[src/rtl/sa_output_deskew.sv]
// Realigns the skewed bottom-row outputs of the systolic array into full rows and buffers them in a FWFT FIFO.
// Optional macro SA_DESKEW_RELU_EN clamps negative lanes to zero before the FIFO write.
module sa_output_deskew #(
  parameter int D_W        = 8,
  parameter int N          = 4,
  parameter int FIFO_DEPTH = 4
) (
  input  logic                          I_CLK,
  input  logic                          I_SYNC_RST,
  input  logic                          I_FLUSH,
  input  logic [N*D_W-1:0]              I_D_VEC,
  input  logic                          I_VLD_COL0,
  output logic [N*D_W-1:0]              O_DATA,
  output logic                          O_VLD,
  input  logic                          I_RDY,
  output logic [$clog2(FIFO_DEPTH):0]   O_CNT,
  output logic                          O_FULL,
  output logic                          O_OVF
);

  localparam int AW = $clog2(FIFO_DEPTH);
  localparam int CW = AW + 1;
  localparam logic [CW-1:0] DEPTH_C = CW'(FIFO_DEPTH);

  logic [N*D_W-1:0] w_aln;
  logic [N*D_W-1:0] w_wr_data;
  logic             w_wr_vld;
  logic             w_pop;
  logic             w_full;
  logic             w_wr;
  logic             w_ovf;

  logic [N-2:0]     r_vld_p;
  logic [N*D_W-1:0] r_mem [FIFO_DEPTH];
  logic [AW-1:0]    r_wr_ptr;
  logic [AW-1:0]    r_rd_ptr;
  logic [CW-1:0]    r_cnt;
  logic             r_ovf;

  // Deskew stage: lane j is delayed by N-1-j cycles so every lane of a row lines up with lane N-1.
  for (genvar gj = 0; gj < N; gj++) begin : g_lane
    if (gj == N - 1) begin : g_pass
      assign w_aln[gj*D_W +: D_W] = I_D_VEC[gj*D_W +: D_W];
    end else begin : g_dly
      localparam int L = N - 1 - gj;
      logic signed [D_W-1:0] r_sh_p [L];
      always_ff @(posedge I_CLK) begin
        if (I_SYNC_RST) begin
          for (int s = 0; s < L; s++) r_sh_p[s] <= '0;
        end else begin
          r_sh_p[0] <= I_D_VEC[gj*D_W +: D_W];
          for (int s = 1; s < L; s++) r_sh_p[s] <= r_sh_p[s-1];
        end
      end
      assign w_aln[gj*D_W +: D_W] = r_sh_p[L-1];
    end
  end

  always_ff @(posedge I_CLK) begin
    if (I_SYNC_RST || I_FLUSH) begin
      r_vld_p <= '0;
    end else begin
      r_vld_p[0] <= I_VLD_COL0;
      for (int s = 1; s < N - 1; s++) r_vld_p[s] <= r_vld_p[s-1];
    end
  end

  assign w_wr_vld = r_vld_p[N-2];

`ifdef SA_DESKEW_RELU_EN
  function automatic logic [N*D_W-1:0] relu_row(input logic [N*D_W-1:0] row);
    logic signed [D_W-1:0] lane;
    relu_row = '0;
    for (int j = 0; j < N; j++) begin
      lane = row[j*D_W +: D_W];
      relu_row[j*D_W +: D_W] = lane[D_W-1] ? '0 : lane;
    end
  endfunction

  assign w_wr_data = relu_row(w_aln);
`else
  assign w_wr_data = w_aln;
`endif

  // FIFO stage: a pop frees a slot in the same cycle, so a full FIFO still accepts a row when popped.
  assign O_VLD  = (r_cnt != '0);
  assign w_full = (r_cnt == DEPTH_C);
  assign w_pop  = O_VLD & I_RDY;
  assign w_wr   = w_wr_vld & (~w_full | w_pop);
  assign w_ovf  = w_wr_vld & w_full & ~w_pop;

  always_ff @(posedge I_CLK) begin
    if (I_SYNC_RST) begin
      r_wr_ptr <= '0;
      r_rd_ptr <= '0;
      r_cnt    <= '0;
      r_ovf    <= 1'b0;
      for (int i = 0; i < FIFO_DEPTH; i++) r_mem[i] <= '0;
    end else if (I_FLUSH) begin
      r_wr_ptr <= '0;
      r_rd_ptr <= '0;
      r_cnt    <= '0;
      r_ovf    <= 1'b0;
    end else begin
      if (w_wr) begin
        r_mem[r_wr_ptr] <= w_wr_data;
        r_wr_ptr        <= r_wr_ptr + 1'b1;
      end
      if (w_pop) r_rd_ptr <= r_rd_ptr + 1'b1;
      if (w_wr && !w_pop)      r_cnt <= r_cnt + 1'b1;
      else if (!w_wr && w_pop) r_cnt <= r_cnt - 1'b1;
      if (w_ovf) r_ovf <= 1'b1;
    end
  end

  assign O_DATA = r_mem[r_rd_ptr];
  assign O_CNT  = r_cnt;
  assign O_FULL = w_full;
  assign O_OVF  = r_ovf;

endmodule

[config.mk]
export PLATFORM = sky130hd
export DESIGN_NAME = sa_output_deskew
export DESIGN_NICKNAME = d
export VERILOG_FILES = /design/src/rtl/sa_output_deskew.sv
export SDC_FILE = /design/constraint.sdc
export NUM_CORES = 1
export LEC_CHECK = 0
export CORE_ASPECT_RATIO = 1.75
export CORE_MARGIN = 8
export CORE_UTILIZATION = 51
export DETAILED_ROUTE_END_ITERATION = 10
export HOLD_SLACK_MARGIN = 0.03
export PLACE_DENSITY = 0.79
export SETUP_SLACK_MARGIN = 0.4
export SLEW_MARGIN = 20
export SYNTH_ARGS = -nofsm -noshare
export SYNTH_HDL_FRONTEND = slang
export SYNTH_SLANG_ARGS = --single-unit
[constraint.sdc]
create_clock -name I_CLK -period 4 [get_ports I_CLK]
set_clock_uncertainty 0.1 [all_clocks]
set_input_delay 0.8 -clock I_CLK [delete_from_list [all_inputs] [get_ports I_CLK]]
set_output_delay 0.8 -clock I_CLK [all_outputs]
set_load 0.02 [all_outputs]
### Word-level counts from Yosys, hierarchy flattened

Memories as Yosys holds them, arrays and structs flattened. A register that Yosys moved wholly into a read port is not among the register bits.
Index checks and enable logic that the tools add are counted.

| word-level totals | value |
|---|---|
| register bits | 11 |
| latch bits | 0 |
| bits in writable memories | 176 |
| memory bits (read-only) | 0 |
| input bits | 37 |
| output and inout port bits | 38 |
| word-level logic and storage cells | 57 |
| memories | 4 |

| operators by class | value |
|---|---|
| $add $sub $neg | 4 |
| multipliers | 0 |
| divide/modulo/power cells | 0 |
| $lt $le $gt $ge | 0 |
| equality and inequality tests | 1 |
| shift-type cells | 0 |
| mux-type cells | 21 |
| bitwise gates (word level) | 12 |
| reduce and logical (&&, ||, !) cells | 10 |

Memory list:

| name | words | width | read ports | clocked after memory_dff | write ports | RTL line | source |
|---|---|---|---|---|---|---|---|
| r_mem | 4 | 32 | 1 | 1 | 4 | 34 | `logic [N*D_W-1:0] r_mem [FIFO_DEPTH];` |
| g_lane[0].g_dly.r_sh_p | 3 | 8 | 3 | 0 | 3 | 46 | `logic signed [D_W-1:0] r_sh_p [L];` |
| g_lane[1].g_dly.r_sh_p | 2 | 8 | 2 | 0 | 2 | 46 |  |
| g_lane[2].g_dly.r_sh_p | 1 | 8 | 1 | 0 | 1 | 46 |  |

Operators by type and width:

| cell | number |
|---|---|
| $mux 8 | 6 |
| $mux 32 | 1 |
| $reduce_or 32->1 | 1 |
| $mux 1 | 9 |
| $reduce_or 8->1 | 1 |
| $mux 2 | 3 |
| $mux 3 | 2 |
| $or 1x1->1 | 6 |
| $add 2x1->2 const B | 2 |
| $and 1x1->1 | 4 |
| $add 3x1->3 const B | 1 |
| $eq 3x3->1 const B | 1 |
| $reduce_bool 3->1 | 1 |
| $sub 3x1->3 const B | 1 |
| $logic_and 1x1->1 | 2 |
| $logic_not 1->1 | 2 |
| $not 1->1 | 2 |
| $reduce_bool 2->1 | 1 |
| $reduce_or 2->1 | 1 |
| $logic_or 1x1->1 | 1 |

### Depth between registers and ports, before layout

Gate-level depths: netlist (run 1).

| depth | value |
|---|---|
| word-level depth | 10 |
| mapped depth | 10 |

### Worst setup path before layout (run 1)

Ideal clock, no wire load.

| timing path | value |
|---|---|
| path type | input to register |
| from | in I_RDY |
| to | mem r_mem[0][0] (netlist name) (enable) |
| arrival time | 3.709 ns |
| setup slack | -0.275 ns |
| cell stages on the path | 4 |
| cells stage by stage | nor4b_4 > or4_1 > buf_2 > o21ai_0 |

RTL lines:

| what | RTL line | source |
|---|---|---|
| from (decl) | 15 | `input logic I_RDY,` |
| to (decl) | 34 |  |

==> flow_summary.html, run 1 <==
<table>
<tr><th>Metric</th><th>Value</th></tr>
<tr><th colspan="2">Status</th></tr>
<tr><td>Result of the run</td><td>complete, no violations</td></tr>
<tr><th colspan="2">Timing</th></tr>
<tr><td>Final Max Tran Viols</td><td>0</td></tr>
<tr><td>Peak clock frequency supported by timing</td><td>0.298 GHz</td></tr>
<tr><td>Slew @ Worst Pin</td><td>837 ps</td></tr>
<tr><td>Worst slew margin relative to its limit</td><td>44.2%</td></tr>
<tr><td>Final hold violation count</td><td>0</td></tr>
<tr><td>Min Hold Slack</td><td>335 ps</td></tr>
<tr><td>Final setup slack of the worst path</td><td>649 ps</td></tr>
<tr><td>Time the worst path needs with I/O delays and setup</td><td>3350 ps</td></tr>
<tr><td>Count of endpoints failing setup in the final report</td><td>0</td></tr>
<tr><td>RSZ-0062 raised after global routing</td><td>no</td></tr>
<tr><td>Final setup TNS</td><td>0 ps</td></tr>
<tr><td>Final period utilization</td><td>83.8%</td></tr>
<tr><th colspan="2">Critical path</th></tr>
<tr><td>Maximum fanout along the worst path</td><td>32</td></tr>
<tr><td>CP startpoint kind</td><td>flop</td></tr>
<tr><td>WS Path Type</td><td>flop to primary output</td></tr>
<tr><td>CP Data Arrival Time</td><td>2450 ps</td></tr>
<tr><td>Capturing element type of the critical path</td><td>primary output</td></tr>
<tr><td>Crit path required time</td><td>3100 ps</td></tr>
<tr><th colspan="2">Detailed routing</th></tr>
<tr><td>Final antenna-violating net count</td><td>0</td></tr>
<tr><td>Aggregate routed wire length</td><td>13800 µm</td></tr>
<tr><td>Detailed router's first-iteration violation count</td><td>214</td></tr>
<tr><td>Post-DR wirelength/cell</td><td>17.9 µm</td></tr>
<tr><td>First drt pass iteration count</td><td>4</td></tr>
<tr><td>DRC Markers</td><td>0</td></tr>
<tr><td>Via count</td><td>4013</td></tr>
<tr><td>Via density per instance</td><td>5.19</td></tr>
<tr><th colspan="2">Final layout</th></tr>
<tr><td>Filler instances</td><td>1063</td></tr>
<tr><td>Footprint of the multi-input gates</td><td>2100 µm²</td></tr>
<tr><td>Ratio of cells with drive above 1 in the final layout</td><td>16.0%</td></tr>
<tr><td>Area growth from synthesis to layout</td><td>20.5%</td></tr>
<tr><td>Reg area</td><td>5070 µm²</td></tr>
<tr><td>Net count reported at finish</td><td>619</td></tr>
<tr><td>Diodes inserted</td><td>0</td></tr>
<tr><th colspan="2">CTS</th></tr>
<tr><td>CTS tree</td><td>yes</td></tr>
<tr><td>Cell at the root of the clock tree</td><td>clkbuf_16</td></tr>
<tr><td>Count of instances resized after the clock tree is built</td><td>0</td></tr>
<tr><td>CTS H-tree depth</td><td>4</td></tr>
<tr><td>Sink count of the clock tree</td><td>189</td></tr>
<tr><td>Clock Latency Late Sink</td><td>410 ps</td></tr>
<tr><td>Number of hold-repair buffers added at the cts stage</td><td>0</td></tr>
<tr><td>Clk pin slew, worst setup/hold paths</td><td>60 ps</td></tr>
<tr><td>TritonCTS Buffers</td><td>17</td></tr>
<tr><td>Clk buf depth</td><td>2</td></tr>
<tr><td>Post-CTS Setup Repair Bufs</td><td>0</td></tr>
<tr><th colspan="2">Synth</th></tr>
<tr><td>Share of the yosys chip area belonging to registers</td><td>69.1%</td></tr>
<tr><td>Number of synthesis warnings</td><td>0</td></tr>
<tr><td>Share of flip-flops with an asynchronous set or reset after synthesis</td><td>0%</td></tr>
<tr><td>Primary flip-flop cell chosen by synthesis mapping</td><td>edfxtp_1</td></tr>
<tr><td>Average cell area after synthesis</td><td>14.5 µm²</td></tr>
<tr><td>Number of standard cells after synthesis</td><td>505</td></tr>
<tr><td>Library cells used by synthesis</td><td>34</td></tr>
<tr><td>Nets in the synthesized netlist</td><td>544</td></tr>
<tr><td>Cell area after synthesis</td><td>7330 µm²</td></tr>
<tr><td>EDFF count, synth</td><td>128</td></tr>
<tr><td>Flops &amp; latches, synth</td><td>189</td></tr>
<tr><th colspan="2">Job</th></tr>
<tr><td>Max capacitance violation total</td><td>0</td></tr>
<tr><th colspan="2">Die</th></tr>
<tr><td>Die Span Y</td><td>175 µm</td></tr>
<tr><td>Row count</td><td>58</td></tr>
<tr><td>Number of I/O pins</td><td>75</td></tr>
<tr><td>Initial core utilization</td><td>51.5%</td></tr>
<tr><td>Core Region</td><td>14200 µm²</td></tr>
<tr><td>Overall die area</td><td>18600 µm²</td></tr>
<tr><td>Die outline width</td><td>107 µm</td></tr>
<tr><th colspan="2">Placement</th></tr>
<tr><td>Hpwl dp</td><td>8710 µm</td></tr>
<tr><td>Final weighted congestion in routability-driven placement</td><td>0.810</td></tr>
<tr><td>DP Worst Slack</td><td>586 ps</td></tr>
<tr><td>IO buf count</td><td>74</td></tr>
<tr><th colspan="2">Pwr</th></tr>
<tr><td>Power density over the cells</td><td>448 nW/µm²</td></tr>
<tr><td>Share of total power in sequential cells</td><td>54.6%</td></tr>
<tr><td>Pleak</td><td>3.01 nW</td></tr>
<tr><td>Sw Ratio</td><td>20.3%</td></tr>
<tr><td>Peak supply drop</td><td>314 µV</td></tr>
<tr><td>Switching pwr</td><td>805 µW</td></tr>
<tr><td>Internal power</td><td>3.15 mW</td></tr>
<tr><td>Logic gate share of total power</td><td>4.6%</td></tr>
<tr><td>Clock share of power</td><td>40.8%</td></tr>
<tr><th colspan="2">Global route</th></tr>
<tr><td>Vias in the first global route</td><td>4405</td></tr>
<tr><td>All-Layer GR Usage</td><td>15.8%</td></tr>
<tr><td>Antenna violations before repair</td><td>0</td></tr>
<tr><td>Remaining global-route overflow</td><td>0</td></tr>
<tr><td>First-pass GRT wire length</td><td>22400 µm</td></tr>
<tr><td>Maximum number of pins on one net before global-route repair</td><td>39</td></tr>
<tr><th colspan="2">Hold path</th></tr>
<tr><td>Worst hold path type</td><td>flop to flop</td></tr>
</table>
worst max-delay path, cell delays in order (launching register included):
cell             delay, ps
dfxtp_2                310
buf_4                  510
mux4_2                 610
clkdlybuf4s50_1        570
layout by cell type (no fill, tap or decap), types with 4 or more instances in the layout:
master and instances:
inv_1 4, nor2_2 10, xor2_1 4, buf_4 9
clkdlybuf4s50_1 73, clkbuf_16 17, nor2b_1 48, nor2_1 92
clkinvlp_4 4, nand2_1 34, edfxtp_1 128, dfxtp_1 59
mux4_2 32, and2_1 35
worst paths after layout:
| check | slack (ps) | depth (start not counted) | startpoint | to |
|---|---|---|---|---|
| hold reg to reg | 340 | 1 | g_lane[0].g_dly.r_sh_p[0][15]$_SDFF_PP0_ | g_lane[0].g_dly.r_sh_p[0][23]$_SDFF_PP0_ |
| setup / recovery | 650 | 3 | flop | O_DATA[6] |
| hold / removal | 340 | 1 | g_lane[0].g_dly.r_sh_p[0][15]$_SDFF_PP0_ | g_lane[0].g_dly.r_sh_p[0][23]$_SDFF_PP0_ |
| setup reg to reg | 1420 | 9 | O_CNT[0]$_SDFFE_PP0P_ | O_CNT[2]$_SDFFE_PP0P_ |
state kept, by name (all words and copies together), names as in the netlist, named ones only:
| signal | cells |
|---|---|
| r_mem | 128 |
| g_lane.g_dly.r_sh_p | 48 |
| O_CNT | 3 |
| r_vld_p | 3 |
| r_rd_ptr | 2 |
| r_wr_ptr | 2 |
| O_OVF | 1 |
Yosys cell counts, types with 2 or more instances:
cell	n	share of area, %
a21oi_1	3	0.20
and2_1	35	3.0
buf_2	5	0.34
buf_4	3	0.31
buf_6	9	1.4
clkbuf_1	11	0.56
dfxtp_1	61	17
edfxtp_1	128	52
inv_1	4	0.20
mux4_2	32	9.8
nand2_1	34	1.7
nor2_1	93	4.8
nor2_2	10	0.85
nor2b_1	48	4.1
o21ai_0	4	0.27
o31ai_1	2	0.20
or3_1	3	0.26
xor2_1	4	0.48
metal layers:
metal  share of wire [%]  vias up  GRT usage (%)
met3                 5.6       17           3.26
met4                 1.7        0           8.50
met2                  57      116           29.0
met5                   0        -              0
li1                    -     1912              -
met1                  35     1968           16.0
power by group through the flow:
stage | sequential, mW | clock, mW | combinational (mW)
3_5_place_dp | 2.20 | 0 | 0.181
4_1_cts | 2.16 | 1.64 | 0.182
6_report | 2.16 | 1.62 | 0.182
2_1_floorplan | 2.20 | 0 | 0.0902
3_3_place_gp | 2.20 | 0 | 0.178
5_1_grt | 2.17 | 1.72 | 0.196
layout make-up:
type	instances	area share [%]
multi-input cells	283	23.7
flip-flops and latches	189	57.4
clock inverters	13	1.62
clock buffers	19	4.90
inverters	4	0.170
repair buffers	85	9.63
well taps	180	2.55
through the flow:
step           cells  utilization (%)  power, mW  area, µm²
3_3_place_gp     740             57.8       2.38       8230
3_5_place_dp     740             57.8       2.39       8230
6_report         773             62.1       3.96       8830
2_1_floorplan    505                -       2.29       7330
5_1_grt          773             62.1       4.08       8830
4_1_cts          772             61.9       3.98       8800
logic make-up (layout without fill, tap and decap cells):
group,count (synthesis),after routing,share of synthesized area (%)
xor+xnor,4,4,0.478
simple gates,233,233,16.2
buf+inv,33,121,2.85
fa+ha+maj,2,2,0.444
flops,189,189,69.1
mux,33,33,9.97
compound gates,11,11,0.905
Note: power is estimated with default switching activity, not from simulation.
==> run 2: changes to the inputs <==
- clock period: 4 -> 2.7 ns (I/O delays scaled with it)
==> flow_summary.html, run 2 (synthesis gave the netlist of run 1 again) <==
<table>
<tr><th>Metric</th><th>Value</th></tr>
<tr><th colspan="2">Final layout</th></tr>
<tr><td>Leading cell types in the layout, fill and taps excluded</td><td>edfxtp_1, nor2_1, dfxtp_1</td></tr>
<tr><td>Top flop regs</td><td>r_mem: 128 flops, g_lane.g_dly.r_sh_p: 48 flops</td></tr>
<tr><td>Reg area</td><td>5070 µm²</td></tr>
<tr><td>Filler instances</td><td>1020</td></tr>
<tr><td>Ratio of cells with drive above 1 in the final layout</td><td>24.5%</td></tr>
<tr><td>Diodes inserted</td><td>0</td></tr>
<tr><td>Footprint of the multi-input gates</td><td>2140 µm²</td></tr>
<tr><td>Leading cell type in the layout, fill and taps excluded</td><td>edfxtp_1</td></tr>
<tr><td>Register containing the most flip-flops in the final layout</td><td>r_mem</td></tr>
<tr><td>Net count reported at finish</td><td>635</td></tr>
<tr><td>Area growth from synthesis to layout</td><td>24.6%</td></tr>
<tr><td>Largest register FFs</td><td>128</td></tr>
<tr><th colspan="2">Die</th></tr>
<tr><td>Number of I/O pins</td><td>75</td></tr>
<tr><td>Row count</td><td>58</td></tr>
<tr><td>Die outline width</td><td>107 µm</td></tr>
<tr><td>Die Span Y</td><td>175 µm</td></tr>
<tr><td>Initial core utilization</td><td>51.5%</td></tr>
<tr><td>Overall die area</td><td>18600 µm²</td></tr>
<tr><td>Core Region</td><td>14200 µm²</td></tr>
<tr><th colspan="2">Critical path</th></tr>
<tr><td>Maximum fanout along the worst path</td><td>7</td></tr>
<tr><td>Crit-path leading delay family</td><td>multiplexers</td></tr>
<tr><td>Crit path required time</td><td>2060 ps</td></tr>
<tr><td>Cells along the critical path</td><td>buf_12, buf_16, mux4_2, buf_6</td></tr>
<tr><td>Worst reg-to-reg setup slack</td><td>510 ps</td></tr>
<tr><td>Worst path buffer plus inverter count</td><td>3</td></tr>
<tr><td>WS Path Type</td><td>flop to primary output</td></tr>
<tr><td>Worst Setup EP</td><td>O_DATA[0]</td></tr>
<tr><td>CP startpoint kind</td><td>flop</td></tr>
<tr><td>Total stage count of the critical path</td><td>4</td></tr>
<tr><td>CP Data Arrival Time</td><td>1790 ps</td></tr>
<tr><td>Reg-to-reg endpoint</td><td>O_CNT[2]$_SDFFE_PP0P_</td></tr>
<tr><td>CP max stage cell</td><td>mux4_2</td></tr>
<tr><td>Startpoint of the worst-slack reg-to-reg timing path</td><td>O_CNT[2]$_SDFFE_PP0P_</td></tr>
<tr><td>Slowest stage delay, CP</td><td>530 ps</td></tr>
<tr><td>Worst Reg2Reg Path Length in Cells</td><td>7</td></tr>
<tr><td>Capturing element type of the critical path</td><td>primary output</td></tr>
<tr><th colspan="2">Pwr</th></tr>
<tr><td>Final total power</td><td>5.93 mW</td></tr>
<tr><td>Power density over the cells</td><td>650 nW/µm²</td></tr>
<tr><td>Peak supply drop</td><td>465 µV</td></tr>
<tr><td>Pleak</td><td>3.22 nW</td></tr>
<tr><th colspan="2">Global route</th></tr>
<tr><td>All-Layer GR Usage</td><td>17.3%</td></tr>
<tr><td>Maximum number of pins on one net before global-route repair</td><td>40</td></tr>
<tr><td>Vias in the first global route</td><td>4651</td></tr>
<tr><td>Remaining global-route overflow</td><td>0</td></tr>
<tr><td>First-pass GRT wire length</td><td>24400 µm</td></tr>
<tr><td>Antenna violations before repair</td><td>0</td></tr>
<tr><th colspan="2">Placement</th></tr>
<tr><td>IO buf count</td><td>74</td></tr>
<tr><td>Final weighted congestion in routability-driven placement</td><td>0.761</td></tr>
<tr><td>Hpwl dp</td><td>8920 µm</td></tr>
<tr><th colspan="2">Status</th></tr>
<tr><td>Result of the run</td><td>complete, no violations</td></tr>
<tr><th colspan="2">Timing</th></tr>
<tr><td>Peak clock frequency supported by timing</td><td>0.412 GHz</td></tr>
<tr><td>Final Max Tran Viols</td><td>0</td></tr>
<tr><td>Time the worst path needs with I/O delays and setup</td><td>2430 ps</td></tr>
<tr><td>Slew @ Worst Pin</td><td>691 ps</td></tr>
<tr><td>Final hold violation count</td><td>0</td></tr>
<tr><td>Final setup TNS</td><td>0 ps</td></tr>
<tr><td>Worst slew margin relative to its limit</td><td>53.8%</td></tr>
<tr><td>Count of endpoints failing setup in the final report</td><td>0</td></tr>
<tr><td>RSZ-0062 raised after global routing</td><td>yes</td></tr>
<tr><td>Final period utilization</td><td>90.0%</td></tr>
<tr><td>Min Hold Slack</td><td>335 ps</td></tr>
<tr><th colspan="2">Detailed routing</th></tr>
<tr><td>Via density per instance</td><td>5.45</td></tr>
<tr><td>Aggregate routed wire length</td><td>15500 µm</td></tr>
<tr><td>First drt pass iteration count</td><td>5</td></tr>
<tr><td>Post-DR wirelength/cell</td><td>19.7 µm</td></tr>
<tr><td>Final antenna-violating net count</td><td>0</td></tr>
<tr><td>Detailed router's first-iteration violation count</td><td>309</td></tr>
<tr><td>Via count</td><td>4294</td></tr>
<tr><td>DRC Markers</td><td>0</td></tr>
<tr><th colspan="2">CTS</th></tr>
<tr><td>Clk pin slew, worst setup/hold paths</td><td>60 ps</td></tr>
<tr><td>Cell at the root of the clock tree</td><td>clkbuf_16</td></tr>
<tr><td>Clock Latency Late Sink</td><td>430 ps</td></tr>
<tr><td>Clk buf depth</td><td>2</td></tr>
<tr><td>CTS H-tree depth</td><td>4</td></tr>
<tr><td>Sink count of the clock tree</td><td>189</td></tr>
<tr><td>TritonCTS Buffers</td><td>17</td></tr>
<tr><td>CTS tree</td><td>yes</td></tr>
<tr><th colspan="2">Job</th></tr>
<tr><td>Max capacitance violation total</td><td>0</td></tr>
<tr><th colspan="2">Hold path</th></tr>
<tr><td>Worst hold path type</td><td>flop to flop</td></tr>
</table>
## run 2: cell count changes in the layout (fill, tap and decap cells not counted), moves of 2 or more
cell and delta:
clkbuf_16 +2, buf_12 +8, inv_1 -2, buf_6 +24
clkinvlp_4 -3, buf_4 +3, clkdlybuf4s50_1 -34, inv_2 +2
dlygate4sd2_1 +2, dfxtp_1 -2, clkinv_4 +2, buf_2 +9
## run 2: final cells by class
cell class	count	share of cell area [%]
clock inverters	13	1.58
multi-input cells	284	23.4
inverters	4	0.164
well taps	180	2.47
clock buffers	18	4.70
flip-flops and latches	189	55.6
repair buffers	100	12.1
## run 2: worst min-delay path by stage
stage,from,end,cells past startpoint
5_1_grt,g_lane[0].g_dly.r_sh_p[0][15]$_SDFF_PP0_,g_lane[0].g_dly.r_sh_p[0][23]$_SDFF_PP0_,1
3_3_place_gp,g_lane[0].g_dly.r_sh_p[0][14]$_SDFF_PP0_,g_lane[0].g_dly.r_sh_p[0][22]$_SDFF_PP0_,1
4_1_cts,g_lane[0].g_dly.r_sh_p[0][6]$_SDFF_PP0_,g_lane[0].g_dly.r_sh_p[0][14]$_SDFF_PP0_,1
3_5_place_dp,r_vld_p[1]$_SDFF_PP0_,r_vld_p[2]$_SDFF_PP0_,1
6_report,g_lane[0].g_dly.r_sh_p[0][15]$_SDFF_PP0_,g_lane[0].g_dly.r_sh_p[0][23]$_SDFF_PP0_,1
2_1_floorplan,r_vld_p[0]$_SDFF_PP0_,r_vld_p[1]$_SDFF_PP0_,1
## run 2: layer usage
layer	track usage [%]	part of all wire, %	vias up
met2	31.7	56	158
li1	-	-	1946
met4	8.44	2.8	0
met3	4.67	5.7	35
met5	0	0	-
met1	17.3	35	2155
## run 2: stage by stage
step | utilization, % | instances | area [µm²] | setup WS [ps]
global placement | 59.0 | 749 | 8390 | -27.2
CTS | 63.6 | 785 | 9050 | 262
global route | 64.2 | 788 | 9130 | 224
detailed placement | 59.0 | 749 | 8390 | -58.1
floorplan | - | 505 | 7390 | 371
finish | 64.2 | 788 | 9130 | 271
## run 2: repair_timing
item,4_1_cts,5_1_grt
hold buffers,0,0
gates cloned,3,2
setup buffers,2,1
endpoints found under the setup margin,65,41
resized for setup,180,2
pin swaps,1,1
## run 2: power breakdown
| group | internal (mW) | leakage, nW | switching [mW] | total, mW |
|---|---|---|---|---|
| combinational | 0.148 | 1.10 | 0.154 | 0.302 |
| clock | 1.37 | 0.277 | 1.07 | 2.43 |
| sequential | 3.17 | 1.84 | 0.0293 | 3.20 |
==> run 3: changes to the inputs <==
- RECOVER_POWER: unset -> 50
- SLEW_MARGIN: 20 -> 0
==> flow_summary.html, run 3 (synthesis gave the netlist of run 1 again) <==
<table>
<tr><th>Metric</th><th>Value</th></tr>
<tr><th colspan="2">CTS</th></tr>
<tr><td>Sink count of the clock tree</td><td>189</td></tr>
<tr><td>TritonCTS Buffers</td><td>17</td></tr>
<tr><td>Cell at the root of the clock tree</td><td>clkbuf_16</td></tr>
<tr><td>CTS H-tree depth</td><td>4</td></tr>
<tr><td>Number of hold-repair buffers added at the cts stage</td><td>0</td></tr>
<tr><td>Clock Latency Late Sink</td><td>430 ps</td></tr>
<tr><td>CTS tree</td><td>yes</td></tr>
<tr><td>Clk buf depth</td><td>2</td></tr>
<tr><td>Clk pin slew, worst setup/hold paths</td><td>70 ps</td></tr>
<tr><th colspan="2">Final layout</th></tr>
<tr><td>Reg area</td><td>5070 µm²</td></tr>
<tr><td>Largest register FFs</td><td>128</td></tr>
<tr><td>Final core utilization</td><td>63.5%</td></tr>
<tr><td>Layout Cells excl Fill</td><td>788</td></tr>
<tr><td>Diodes inserted</td><td>0</td></tr>
<tr><td>Leading cell type in the layout, fill and taps excluded</td><td>edfxtp_1</td></tr>
<tr><td>Ratio of cells with drive above 1 in the final layout</td><td>22.5%</td></tr>
<tr><td>Cell area after layout</td><td>9030 µm²</td></tr>
<tr><td>Footprint of the multi-input gates</td><td>2070 µm²</td></tr>
<tr><td>Top flop regs</td><td>r_mem: 128 flops, g_lane.g_dly.r_sh_p: 48 flops</td></tr>
<tr><td>Area growth from synthesis to layout</td><td>23.3%</td></tr>
<tr><td>Register containing the most flip-flops in the final layout</td><td>r_mem</td></tr>
<tr><td>Net count reported at finish</td><td>635</td></tr>
<tr><td>Leading cell types in the layout, fill and taps excluded</td><td>edfxtp_1, nor2_1, dfxtp_1</td></tr>
<tr><td>Filler instances</td><td>1043</td></tr>
<tr><th colspan="2">Status</th></tr>
<tr><td>Result of the run</td><td>complete, no violations</td></tr>
<tr><th colspan="2">Critical path</th></tr>
<tr><td>Slowest stage delay, CP</td><td>460 ps</td></tr>
<tr><td>Crit path required time</td><td>2780 ps</td></tr>
<tr><td>CP max stage cell</td><td>clkbuf_2</td></tr>
<tr><td>Capturing element type of the critical path</td><td>flop</td></tr>
<tr><td>Cells along the critical path</td><td>clkdlybuf4s50_1, clkbuf_1, nor4b_1, buf_4, nor4_1, clkbuf_2, and2_1</td></tr>
<tr><td>WS Path Type</td><td>primary input to flop</td></tr>
<tr><td>Worst path buffer plus inverter count</td><td>4</td></tr>
<tr><td>Worst reg-to-reg setup slack</td><td>370 ps</td></tr>
<tr><td>CP Data Arrival Time</td><td>2610 ps</td></tr>
<tr><td>Crit-path leading delay family</td><td>buffers and inverters</td></tr>
<tr><td>Maximum fanout along the worst path</td><td>33</td></tr>
<tr><td>CP startpoint kind</td><td>primary input</td></tr>
<tr><th colspan="2">Global route</th></tr>
<tr><td>Vias in the first global route</td><td>4651</td></tr>
<tr><td>All-Layer GR Usage</td><td>17.3%</td></tr>
<tr><td>Antenna violations before repair</td><td>0</td></tr>
<tr><td>First-pass GRT wire length</td><td>24400 µm</td></tr>
<tr><td>Maximum number of pins on one net before global-route repair</td><td>40</td></tr>
<tr><td>Remaining global-route overflow</td><td>0</td></tr>
<tr><th colspan="2">Placement</th></tr>
<tr><td>Final weighted congestion in routability-driven placement</td><td>0.761</td></tr>
<tr><td>IO buf count</td><td>74</td></tr>
<tr><td>Area after DPL</td><td>8390 µm²</td></tr>
<tr><td>Hpwl dp</td><td>8920 µm</td></tr>
<tr><td>Cell Count Post-Placement</td><td>749</td></tr>
<tr><td>DP Worst Slack</td><td>-58.1 ps</td></tr>
<tr><th colspan="2">Timing</th></tr>
<tr><td>Final Max Tran Viols</td><td>0</td></tr>
<tr><td>Count of endpoints failing setup in the final report</td><td>0</td></tr>
<tr><td>Final setup slack of the worst path</td><td>163 ps</td></tr>
<tr><td>Slew @ Worst Pin</td><td>1070 ps</td></tr>
<tr><td>Worst slew margin relative to its limit</td><td>28.8%</td></tr>
<tr><td>Peak clock frequency supported by timing</td><td>0.394 GHz</td></tr>
<tr><td>Final hold violation count</td><td>0</td></tr>
<tr><td>Min Hold Slack</td><td>333 ps</td></tr>
<tr><td>Final period utilization</td><td>94.0%</td></tr>
<tr><td>Time the worst path needs with I/O delays and setup</td><td>2540 ps</td></tr>
<tr><td>RSZ-0062 raised after global routing</td><td>yes</td></tr>
<tr><td>Final setup TNS</td><td>0 ps</td></tr>
<tr><th colspan="2">Detailed routing</th></tr>
<tr><td>Met1 WL</td><td>5390 µm</td></tr>
<tr><td>Via count</td><td>4306</td></tr>
<tr><td>First drt pass iteration count</td><td>5</td></tr>
<tr><td>Routed wire length on met2</td><td>8680 µm</td></tr>
<tr><td>Via density per instance</td><td>5.46</td></tr>
<tr><td>Total length of routed met3 wires</td><td>994 µm</td></tr>
<tr><td>Post-DR wirelength/cell</td><td>19.7 µm</td></tr>
<tr><td>Max layer used</td><td>met4</td></tr>
<tr><td>Final antenna-violating net count</td><td>0</td></tr>
<tr><td>Detailed router's first-iteration violation count</td><td>280</td></tr>
<tr><td>DRC Markers</td><td>0</td></tr>
<tr><td>Aggregate routed wire length</td><td>15500 µm</td></tr>
<tr><th colspan="2">Pwr</th></tr>
<tr><td>Final total power</td><td>5.92 mW</td></tr>
<tr><td>Peak supply drop</td><td>467 µV</td></tr>
<tr><td>Power density over the cells</td><td>656 nW/µm²</td></tr>
<tr><td>Pleak</td><td>3.20 nW</td></tr>
<tr><th colspan="2">Die</th></tr>
<tr><td>Die outline width</td><td>107 µm</td></tr>
<tr><td>Overall die area</td><td>18600 µm²</td></tr>
<tr><td>Number of I/O pins</td><td>75</td></tr>
<tr><td>Core Region</td><td>14200 µm²</td></tr>
<tr><td>Die Span Y</td><td>175 µm</td></tr>
<tr><td>Initial core utilization</td><td>51.5%</td></tr>
<tr><td>Row count</td><td>58</td></tr>
<tr><th colspan="2">Hold path</th></tr>
<tr><td>Worst hold path type</td><td>flop to flop</td></tr>
<tr><th colspan="2">Job</th></tr>
<tr><td>Max capacitance violation total</td><td>0</td></tr>
</table>
-- run 3: cell count changes in the layout (fill, tap and decap cells not counted), moves of 4 or more --
cell      before  now
buf_4         12    6
nor2_2        10    6
nor2_1        92   96
clkbuf_1       1    5
-- run 3: layout make-up --
type | count | share of cell area, %
clock buffers | 18 | 4.75
clock inverters | 13 | 1.59
inverters | 4 | 0.166
multi-input cells | 284 | 23.0
flip-flops and latches | 189 | 56.2
well taps | 180 | 2.49
repair buffers | 100 | 11.9
-- run 3: metal layers --
metal	global-route usage [%]	up-vias
met4	8.44	0
met3	4.67	38
met5	0	-
li1	-	1955
met2	31.7	169
met1	17.3	2144
-- run 3: power breakdown --
part / leakage (nW) / total [mW] / switching (mW) / internal, mW
sequential: 1.84 / 3.20 / 0.0291 / 3.17
combinational: 1.08 / 0.293 / 0.151 / 0.141
clock: 0.277 / 2.43 / 1.06 / 1.37
total: 3.20 / 5.92 / 1.24 / 4.68
-- run 3: worst paths after layout --
| path | startpoint | endpoint | cells after the start |
|---|---|---|---|
| worst max-delay path | I_RDY | r_mem[1][24]$_SDFFCE_PN0P_ | 7 |
| worst min-delay path | r_vld_p[0]$_SDFF_PP0_ | r_vld_p[1]$_SDFF_PP0_ | 1 |
| worst max register to register | O_CNT[2]$_SDFFE_PP0P_ | r_mem[1][24]$_SDFFCE_PN0P_ | 5 |
| worst min register to register | r_vld_p[0]$_SDFF_PP0_ | r_vld_p[1]$_SDFF_PP0_ | 1 |
-- run 3: what timing repair did --
action	4_1_cts	5_1_grt
pin swaps	1	1
setup buffers	2	1
gates resized for setup	180	2
setup endpoints to repair	65	41
cloned	3	2
